==> src/rtl/root_hub_switch.sv <==
// Root-side switch: merges per-leaf upstream FIFOs into one tagged core stream
// (round-robin) and routes core words downstream as unicast, broadcast or drop.
module root_hub_switch #(
    parameter int NUM_LEAVES = 2,
    parameter int DATA_WIDTH = 64,
    parameter int FIFO_DEPTH = 4,
    parameter int CNT_WIDTH  = 16
) (
    input  logic                             clk,
    input  logic                             reset,
    input  logic [NUM_LEAVES*DATA_WIDTH-1:0] leaf_rx_data,
    input  logic [NUM_LEAVES-1:0]            leaf_rx_valid,
    output logic [NUM_LEAVES-1:0]            leaf_rx_ready,
    output logic [NUM_LEAVES*DATA_WIDTH-1:0] leaf_tx_data,
    output logic [NUM_LEAVES-1:0]            leaf_tx_valid,
    input  logic [NUM_LEAVES-1:0]            leaf_tx_ready,
    output logic [DATA_WIDTH-1:0]            core_rx_data,
    output logic [$clog2(NUM_LEAVES):0]      core_rx_src,
    output logic                             core_rx_valid,
    input  logic                             core_rx_ready,
    input  logic [DATA_WIDTH-1:0]            core_tx_data,
    input  logic                             core_tx_valid,
    output logic                             core_tx_ready,
    output logic [CNT_WIDTH-1:0]             drop_count
);

    localparam int SRC_W = $clog2(NUM_LEAVES) + 1;
    localparam int PTR_W = (FIFO_DEPTH > 1) ? $clog2(FIFO_DEPTH) : 1;
    localparam logic [PTR_W:0] FULL_CNT = (PTR_W + 1)'(FIFO_DEPTH);

    typedef enum logic [1:0] {
        ST_IDLE    = 2'd0,
        ST_UNICAST = 2'd1,
        ST_BCAST   = 2'd2
    } state_t;

    logic [NUM_LEAVES-1:0] w_push;
    logic [NUM_LEAVES-1:0] w_pop;
    logic [NUM_LEAVES-1:0] w_fifo_empty;
    logic [DATA_WIDTH-1:0] w_head [NUM_LEAVES];

    logic                  w_arb_run;
    logic                  w_grant_vld;
    logic [SRC_W-1:0]      w_grant_idx;
    logic [SRC_W-1:0]      w_next_ptr;
    logic [SRC_W-1:0]      r_arb_ptr;

    logic                  r_out_valid;
    logic [DATA_WIDTH-1:0] r_out_data;
    logic [SRC_W-1:0]      r_out_src;

    state_t                r_state;
    state_t                w_state_nxt;
    logic [NUM_LEAVES-1:0] r_mask;
    logic [NUM_LEAVES-1:0] w_mask_nxt;
    logic [NUM_LEAVES-1:0] w_onehot;
    logic [DATA_WIDTH-1:0] r_word;
    logic                  w_load;
    logic                  w_drop;
    logic [7:0]            w_dest;
    logic                  r_core_tx_ready;
    logic [CNT_WIDTH-1:0]  r_drop_cnt;

    for (genvar g = 0; g < NUM_LEAVES; g++) begin : g_fifo
        logic [DATA_WIDTH-1:0] r_mem [FIFO_DEPTH];
        logic [PTR_W-1:0]      r_wr_ptr;
        logic [PTR_W-1:0]      r_rd_ptr;
        logic [PTR_W:0]        r_count;

        assign w_push[g]        = leaf_rx_valid[g] && leaf_rx_ready[g];
        assign w_pop[g]         = w_grant_vld && (w_grant_idx == SRC_W'(g));
        assign w_fifo_empty[g]  = (r_count == '0);
        assign leaf_rx_ready[g] = (r_count != FULL_CNT);
        assign w_head[g]        = r_mem[r_rd_ptr];

        // Storage array; contents need no reset because occupancy is tracked separately.
        always_ff @(posedge clk) begin
            if (w_push[g]) begin
                r_mem[r_wr_ptr] <= leaf_rx_data[g*DATA_WIDTH +: DATA_WIDTH];
            end
        end

        // Pointers wrap naturally because the depth is a power of two.
        always_ff @(posedge clk or negedge reset) begin
            if (!reset) begin
                r_wr_ptr <= '0;
                r_rd_ptr <= '0;
                r_count  <= '0;
            end else begin
                if (w_push[g]) begin
                    r_wr_ptr <= r_wr_ptr + PTR_W'(1);
                end
                if (w_pop[g]) begin
                    r_rd_ptr <= r_rd_ptr + PTR_W'(1);
                end
                case ({w_push[g], w_pop[g]})
                    2'b10:   r_count <= r_count + (PTR_W + 1)'(1);
                    2'b01:   r_count <= r_count - (PTR_W + 1)'(1);
                    default: r_count <= r_count;
                endcase
            end
        end
    end

    assign w_arb_run  = !r_out_valid || core_rx_ready;
    assign w_next_ptr = (w_grant_idx == SRC_W'(NUM_LEAVES - 1)) ? '0 : w_grant_idx + SRC_W'(1);

    // Search from ptr downward in reverse so the nearest non-empty leaf is written last and wins.
    always_comb begin
        w_grant_vld = 1'b0;
        w_grant_idx = '0;
        for (int k = NUM_LEAVES - 1; k >= 0; k--) begin
            if (w_arb_run && !w_fifo_empty[(int'(r_arb_ptr) + k) % NUM_LEAVES]) begin
                w_grant_vld = 1'b1;
                w_grant_idx = SRC_W'((int'(r_arb_ptr) + k) % NUM_LEAVES);
            end else begin
                w_grant_vld = w_grant_vld;
            end
        end
    end

    // Upstream output register and round-robin pointer.
    always_ff @(posedge clk or negedge reset) begin
        if (!reset) begin
            r_out_valid <= 1'b0;
            r_out_data  <= '0;
            r_out_src   <= '0;
            r_arb_ptr   <= '0;
        end else if (w_grant_vld) begin
            r_out_valid <= 1'b1;
            r_out_data  <= w_head[w_grant_idx];
            r_out_src   <= w_grant_idx + SRC_W'(1);
            r_arb_ptr   <= w_next_ptr;
        end else if (core_rx_ready) begin
            r_out_valid <= 1'b0;
        end
    end

    assign w_dest   = core_tx_data[DATA_WIDTH-1 -: 8];
    assign w_onehot = NUM_LEAVES'(1) << (w_dest - 8'd1);

    // Downstream next-state: a word is held until every addressed leaf has taken it.
    always_comb begin
        w_state_nxt = r_state;
        w_mask_nxt  = r_mask;
        w_load      = 1'b0;
        w_drop      = 1'b0;
        case (r_state)
            ST_IDLE: begin
                if (core_tx_valid) begin
                    if ((w_dest != 8'd0) && (int'(w_dest) <= NUM_LEAVES)) begin
                        w_state_nxt = ST_UNICAST;
                        w_mask_nxt  = w_onehot;
                        w_load      = 1'b1;
                    end else if (w_dest == 8'hFF) begin
                        w_state_nxt = ST_BCAST;
                        w_mask_nxt  = '1;
                        w_load      = 1'b1;
                    end else begin
                        w_drop      = 1'b1;
                    end
                end else begin
                    w_state_nxt = ST_IDLE;
                end
            end
            ST_UNICAST, ST_BCAST: begin
                w_mask_nxt = r_mask & ~leaf_tx_ready;
                if (w_mask_nxt == '0) begin
                    w_state_nxt = ST_IDLE;
                end else begin
                    w_state_nxt = r_state;
                end
            end
            default: begin
                w_state_nxt = ST_IDLE;
                w_mask_nxt  = '0;
            end
        endcase
    end

    // Downstream state, latched word, pending mask and saturating drop counter.
    always_ff @(posedge clk or negedge reset) begin
        if (!reset) begin
            r_state         <= ST_IDLE;
            r_mask          <= '0;
            r_word          <= '0;
            r_core_tx_ready <= 1'b1;
            r_drop_cnt      <= '0;
        end else begin
            r_state         <= w_state_nxt;
            r_mask          <= w_mask_nxt;
            r_core_tx_ready <= (w_state_nxt == ST_IDLE);
            if (w_load) begin
                r_word <= core_tx_data;
            end
            if (w_drop && (r_drop_cnt != '1)) begin
                r_drop_cnt <= r_drop_cnt + CNT_WIDTH'(1);
            end
        end
    end

    assign core_rx_valid = r_out_valid;
    assign core_rx_data  = r_out_data;
    assign core_rx_src   = r_out_src;
    assign leaf_tx_valid = r_mask;
    assign leaf_tx_data  = {NUM_LEAVES{r_word}};
    assign core_tx_ready = r_core_tx_ready;
    assign drop_count    = r_drop_cnt;

endmodule

==> config.mk <==
export PLATFORM = sky130hd
export DESIGN_NAME = root_hub_switch
export DESIGN_NICKNAME = d
export VERILOG_FILES = /design/src/rtl/root_hub_switch.sv
export SDC_FILE = /design/constraint.sdc
export NUM_CORES = 1
export LEC_CHECK = 0
export BUFFER_PORTS_ARGS = -buffer_cell sky130_fd_sc_hd__buf_2
export CAP_MARGIN = 20
export CORE_AREA = 2 2 231 233
export DETAILED_ROUTE_END_ITERATION = 6
export DIE_AREA = 0 0 233 235
export GPL_TIMING_DRIVEN = 0
export PLACE_DENSITY_LB_ADDON = 0.2
export SYNTH_ARGS = -nofsm -noshare
export SYNTH_HDL_FRONTEND = slang
export SYNTH_SLANG_ARGS = --single-unit
==> constraint.sdc <==
create_clock -name clk -period 2.7 [get_ports clk]
set_input_delay 0.27 -clock clk [delete_from_list [all_inputs] [get_ports clk]]
set_output_delay 0.27 -clock clk [all_outputs]
set_load 0.05 [all_outputs]
### Word level (Yosys, flattened, before mapping)

Memories as Yosys holds them, arrays and structs flattened.
Index checks and enable logic that the tools add are counted.
Widths: inputs -> output; s select.

| word-level totals | value |
|---|---|
| flip-flop bits (word level) | 167 |
| bits in writable memories | 512 |
| input bits | 200 |
| output and inout bits | 216 |
| logic and storage cells | 113 |
| memories | 2 |

| operators by class | value |
|---|---|
| $add $sub $neg | 12 |
| order comparisons | 4 |
| eq/ne operators | 13 |
| shift operators | 1 |
| muxes and demuxes | 38 |
| bitwise operators | 4 |
| reductions and logical operators | 24 |

Memories:

| name | depth | width | read ports | clocked after memory_dff | write ports | line | source |
|---|---|---|---|---|---|---|---|
| g_fifo[0].r_mem | 4 | 64 | 1 | 0 | 1 | 65 | `logic [DATA_WIDTH-1:0] r_mem [FIFO_DEPTH];` |
| g_fifo[1].r_mem | 4 | 64 | 1 | 0 | 1 | 65 |  |

Operator list:

| operator | number |
|---|---|
| $mux 64 | 3 |
| $mux 1 | 22 |
| $mux 2 | 9 |
| $add 16x1->16 const B | 1 |
| $ne 16x16->1 const B | 1 |
| $pmux 3 s2 | 2 |
| $add 2x1->2 const B | 5 |
| $ne 3x3->1 const B | 3 |
| $eq 2x1->1 const B | 4 |
| $eq 8x8->1 const B | 1 |
| $le 8x2->1 const B | 1 |
| $logic_and 1x1->1 | 8 |
| $logic_not 2->1 | 4 |
| $pmux 2 s2 | 2 |
| $reduce_bool 8->1 | 1 |
| $shl 1x8->2 const A | 1 |
| $sub 8x1->8 const B | 1 |
| $add 3x1->3 const B | 2 |
| $eq 2x2->1 const B | 3 |
| $logic_not 3->1 | 2 |
| $reduce_bool 2->1 | 3 |
| $sub 3x1->3 const B | 2 |
| $ge 3x2->1 const B | 1 |
| $logic_not 1->1 | 3 |
| 11 further kinds | 11 |

### Depth between registers and ports, before layout

| depth | value |
|---|---|
| word-level depth | 13 |
| gate-level depth with buffers | 12 |
| gate-level depth less buffers | 10 |

### Least setup slack after synthesis

OpenSTA, ideal clock, no wires.

| timing | value |
|---|---|
| kind | register to register |
| from | reg g_fifo[1].r_count[0] |
| to | mem g_fifo[1].r_mem[0][0], enable pin |
| setup time | 0.429 ns |
| arrival time | 2.584 ns |
| required time | 2.271 ns |
| path slack | -0.313 ns |
| stages on the path, launching flop included | 4 |
| buffers on the path | 0 |
| period minus slack after synthesis | 3.013 ns |
| cell sequence | dfrtp_1 > inv_1 > nand3_1 > and3_1 |

| between the ends | value |
|---|---|
| cells in the longest elaborated chain, start to end | 4 |

RTL lines:

| what | line | source |
|---|---|---|
| from (decl) | 68 | `logic [PTR_W:0] r_count;` |
| from (signal assigned) | 97 | `2'b10: r_count <= r_count + (PTR_W + 1)'(1);` |
| from (signal assigned) | 98 | `2'b01: r_count <= r_count - (PTR_W + 1)'(1);` |
| from (signal assigned) | 99 | `default: r_count <= r_count;` |
| $ne 3x3->1 | 73 | `assign leaf_rx_ready[g] = (r_count != FULL_CNT);` |
| named net leaf_rx_ready[1] | 13 | `output logic [NUM_LEAVES-1:0] leaf_rx_ready,` |
| $logic_and 1x1->1 | 70 | `assign w_push[g] = leaf_rx_valid[g] && leaf_rx_ready[g];` |
| $mux 1 | 78 | `if (w_push[g]) begin` |
| $mux 1 (implied by the code) | 79 | `r_mem[r_wr_ptr] <= leaf_rx_data[g*DATA_WIDTH +: DATA_WIDTH];` |
| to (decl) | 65 |  |

The timed path passes the listed nets, and every way through them passes these cells.

### Final worst setup path

| timing | value |
|---|---|
| from | reg g_fifo[1].r_count[0] |
| to | reg g_fifo[0].r_count[2] |

| between the ends | value |
|---|---|
| cells in the longest elaborated chain, start to end | 12 |
| elaborated cells on any way between the ends | 20 |
| those cells by class | 2 x eq/ne; 10 x mux; 8 x reduce/logical |

RTL lines:

| what | line | source |
|---|---|---|
| $logic_not 3->1 (*) | 72 | `assign w_fifo_empty[g] = (r_count == '0);` |
| $mux 1 (implied by the code) (3 in series) | 113 | `if (w_arb_run && !w_fifo_empty[(int'(r_arb_ptr) + k) % NUM_LEAVES]) begin` |
| $logic_not 1->1 | 113 |  |
| $logic_and 1x1->1 | 113 |  |
| $mux 2 (2 in series) | 113 |  |
| $logic_not 2->1 | 71 | `assign w_pop[g] = w_grant_vld && (w_grant_idx == SRC_W'(g));` |
| $logic_and 1x1->1 (*) | 71 |  |
| named net w_pop[0] | 38 | `logic [NUM_LEAVES-1:0] w_pop;` |
| $eq 2x1->1 / $eq 2x2->1 (equally long branches) | 96 | `case ({w_push[g], w_pop[g]})` |
| $pmux 3 s2 / $reduce_bool 2->1 (equally long branches) | -- |  |
| to (signal assigned) | 97 |  |
| to (signal assigned) | 98 |  |
| to (signal assigned) | 99 |  |
| to (decl) | 68 |  |

The timed path passes the listed nets; every way through them passes the cells marked *. The select of a mux whose other input is x is not followed.
A chain may end at the register's enable or synchronous reset.

==> metrics.csv <==
metric,value,unit
status,completed,
r2r-start,g_fifo[1].r_count[0],
crit_fanout,10,
area_growth,27.8,%
drive_gt1_share,39.0,%
maxCapViolations,0,
ys_ff_latch,678,
pwr-share-clk,25.6,%
dp_slack,-119,ps
worstSetupPathType,register to register,
min_period,2540,ps
fp.dieW,233,µm
pwr_density_cell,1070,nW/µm²
peakVddDrop,822,µV
coreArea,52200,µm²
antenna_found_initial,12,
regToRegSetupSlack,160,ps
nFillCells,3611,
finalNonFillerCells,2810,
intPower,23.6,mW
finalNetCount,2274,
rows,84,
clk_pin_slew,60,ps
grt_usage,24.3,%
ys_top_cells_by_area,"edfxtp_1, dfrtp_1, mux4_2",
wl_per_cell,23.5,µm
crit_path_end_kind,register,
synth_edf_count,512,
floorplan.initialDensity,50.6,%
clk_path_buf_depth,3,
drt_wl_total,66000,µm
timing.final.ws_setup,156,ps
synth_cells,1373,
drc,0,
ant_nets,0,
cts.sinks,678,
cp-start-kind,register,
period_share,94.2,%
worstHoldPathType,primary input to register,
yosysTopAreaCell,edfxtp_1,
power,36.0,mW
synth_top_area_share,58.1,%
cts_inserted_buffers,71,
io_pins,416,
grt_pass1_vias,15700,
finalHoldWorstSlack,45.8,ps
synth_cell_types,45,
gp_congestion,0.872,
die_y,235,µm
drt_iter0_drc,1061,
netlist_area,26400,µm²
yosysMostFrequentCell,edfxtp_1,
ff_latch_area,19500,µm²
cts_tree,built,
place.port_buffers,414,
synth_seq_area_share,73.8,%
post-route-util,64.7,%
worstPathArrival,3080,ps
syn_area_per_cell,19.3,µm²
drtPass1Iterations,5,
fmax,393,MHz
synth_common_cells,"edfxtp_1, dfrtp_1, mux4_2",
reg2regPathDepth,12,
net-switching-power,12.4,mW
power.static_leakage,13.6,nW
multiInputGateArea,6110,µm²
h-tree-depth,3,
hold_violations,0,
dp_hpwl,43900,µm
grt_first_pass_wirelength,97100,µm
root_buffer,clkbuf_16,
p_comb_share,33.8,%
switching_share,34.5,%
setup_viol,0,
grt-ovfl-total,0,
synthFlopType,edfxtp_1,
power_frac_seq,40.5,%
die_area,54800,µm²
worstMarginPinSlew,835,ps
yosysWarnings,0,
r2r-end,g_fifo[0].r_count[2],
fin_skew,25.1,ps
grt_max_degree,108,
final-max-slew-violation-count,0,
viasPerCell,5.34,
whs_path_depth,3,
syn_nets,1591,
worstPathRequired,3230,ps
vias,15000,
worstSkewPairLatency,610,ps
synthArstFlopShare,24.5,%
dpl.cell_count,2484,
hold_start,core_tx_data[56],
slew_headroom,44.3,%
hold_end,r_word[56],
rsz0062_at_grt,false,
[layout make-up]
cell class | instances | share of cell area [%]
clock inverters | 19 | 0.489
plain buffers | 124 | 2.36
flip-flops and latches | 678 | 57.8
repair buffers | 610 | 12.4
inverters | 19 | 0.211
diodes | 9 | 0.0666
well taps | 688 | 2.55
multi-input cells | 552 | 18.1
clock buffers | 111 | 6.04
[registers in the layout (all words and copies together), names as in the netlist]
name,flops
drop_count,16
core_tx_ready,1
g_fifo.r_count,6
leaf_tx_valid,2
g_fifo.r_rd_ptr,4
r_state,2
core_rx_src,2
r_word,64
core_rx_valid,1
core_rx_data,64
g_fifo.r_mem,512
g_fifo.r_wr_ptr,4
[how the worst max path moves through the flow]
stage	start	endpoint	slack [ps]	cells after the start
2_1_floorplan	core_rx_valid	g_fifo[0].r_count[2]	210	12
3_3_place_gp	reset	r_word[48]	-1660	1
3_5_place_dp	core_rx_valid	g_fifo[0].r_count[2]	-120	9
4_1_cts	g_fifo[1].r_count[0]	g_fifo[0].r_count[2]	40	12
5_1_grt	g_fifo[1].r_count[0]	g_fifo[0].r_count[2]	7	12
6_report	g_fifo[1].r_count[0]	g_fifo[0].r_count[2]	160	12
[what timing repair did]
item	in CTS	in global routing
pin swaps	0	0
resized for setup	3	4
setup endpoints to repair	28	2
buffers inserted	0	0
endpoints found under the hold margin	629	0
hold buffers	187	0
[critical path, cell delays in order (launching register included)]
cell and delay, ps:
dfrtp_1 430, nor3_4 240, nor2_1 60, o21ai_1 80
buf_4 210, buf_6 200, and2_1 180, ha_1 200
inv_1 60, fa_1 370, xor2_1 150, nor2_1 110
xor2_1 170
[layout by cell type, fill, tap and decap left out, types with 13 or more instances in the layout]
cell | netlist | final
mux4_2 | 128 | 128
buf_2 | 24 | 436
inv_1 | 19 | 19
clkbuf_1 | 18 | 50
clkbuf_16 | 0 | 74
o21ai_0 | 13 | 13
mux2i_1 | 65 | 65
xnor2_1 | 13 | 13
a21oi_1 | 67 | 66
dlygate4sd3_1 | 0 | 187
ha_1 | 16 | 16
mux2_4 | 30 | 30
dfrtp_1 | 165 | 165
edfxtp_1 | 512 | 512
mux2_2 | 31 | 31
nor2_1 | 77 | 77
nand2_1 | 30 | 30
buf_4 | 71 | 71
[power groups by stage]
| stage | clock, mW | combinational (mW) | sequential, mW |
|---|---|---|---|
| finish | 9.24 | 12.2 | 14.6 |
| global route | 9.88 | 13.0 | 14.8 |
| CTS | 9.43 | 12.4 | 14.6 |
| detailed placement | 0 | 12.1 | 14.8 |
| global placement | 0 | 11.8 | 14.8 |
| floorplan | 0 | 6.22 | 16.9 |
[logic make-up after synthesis]
logic type	synth area share, %
AOI/OAI and AO/OA	1.86
xor gates and xnor gates	0.795
adders and majority gates	0.908
buffers and inverters	3.26
DFF	73.8
muxes	16.4
and+or+nand+nor	2.95
[layer usage]
| metal | track usage (%) | up-vias | share of wire, % | wire length [µm] |
|---|---|---|---|---|
| met5 | 0 | - | 0.062 | 41 |
| met4 | 9.07 | 6 | 3.4 | 2220 |
| met3 | 5.58 | 113 | 6.9 | 4580 |
| met2 | 42.9 | 568 | 52 | 34400 |
| met1 | 28.9 | 7627 | 37 | 24700 |
| li1 | - | 6682 | - | - |
[per-stage QoR]
step,cell area [µm²],TNS (ps)
6_report,33800,0
5_1_grt,33800,0
4_1_cts,33800,0
3_5_place_dp,29700,-1970
3_3_place_gp,29400,-284300
2_1_floorplan,26500,0
No activity file was read; power rests on OpenSTA's default activity.
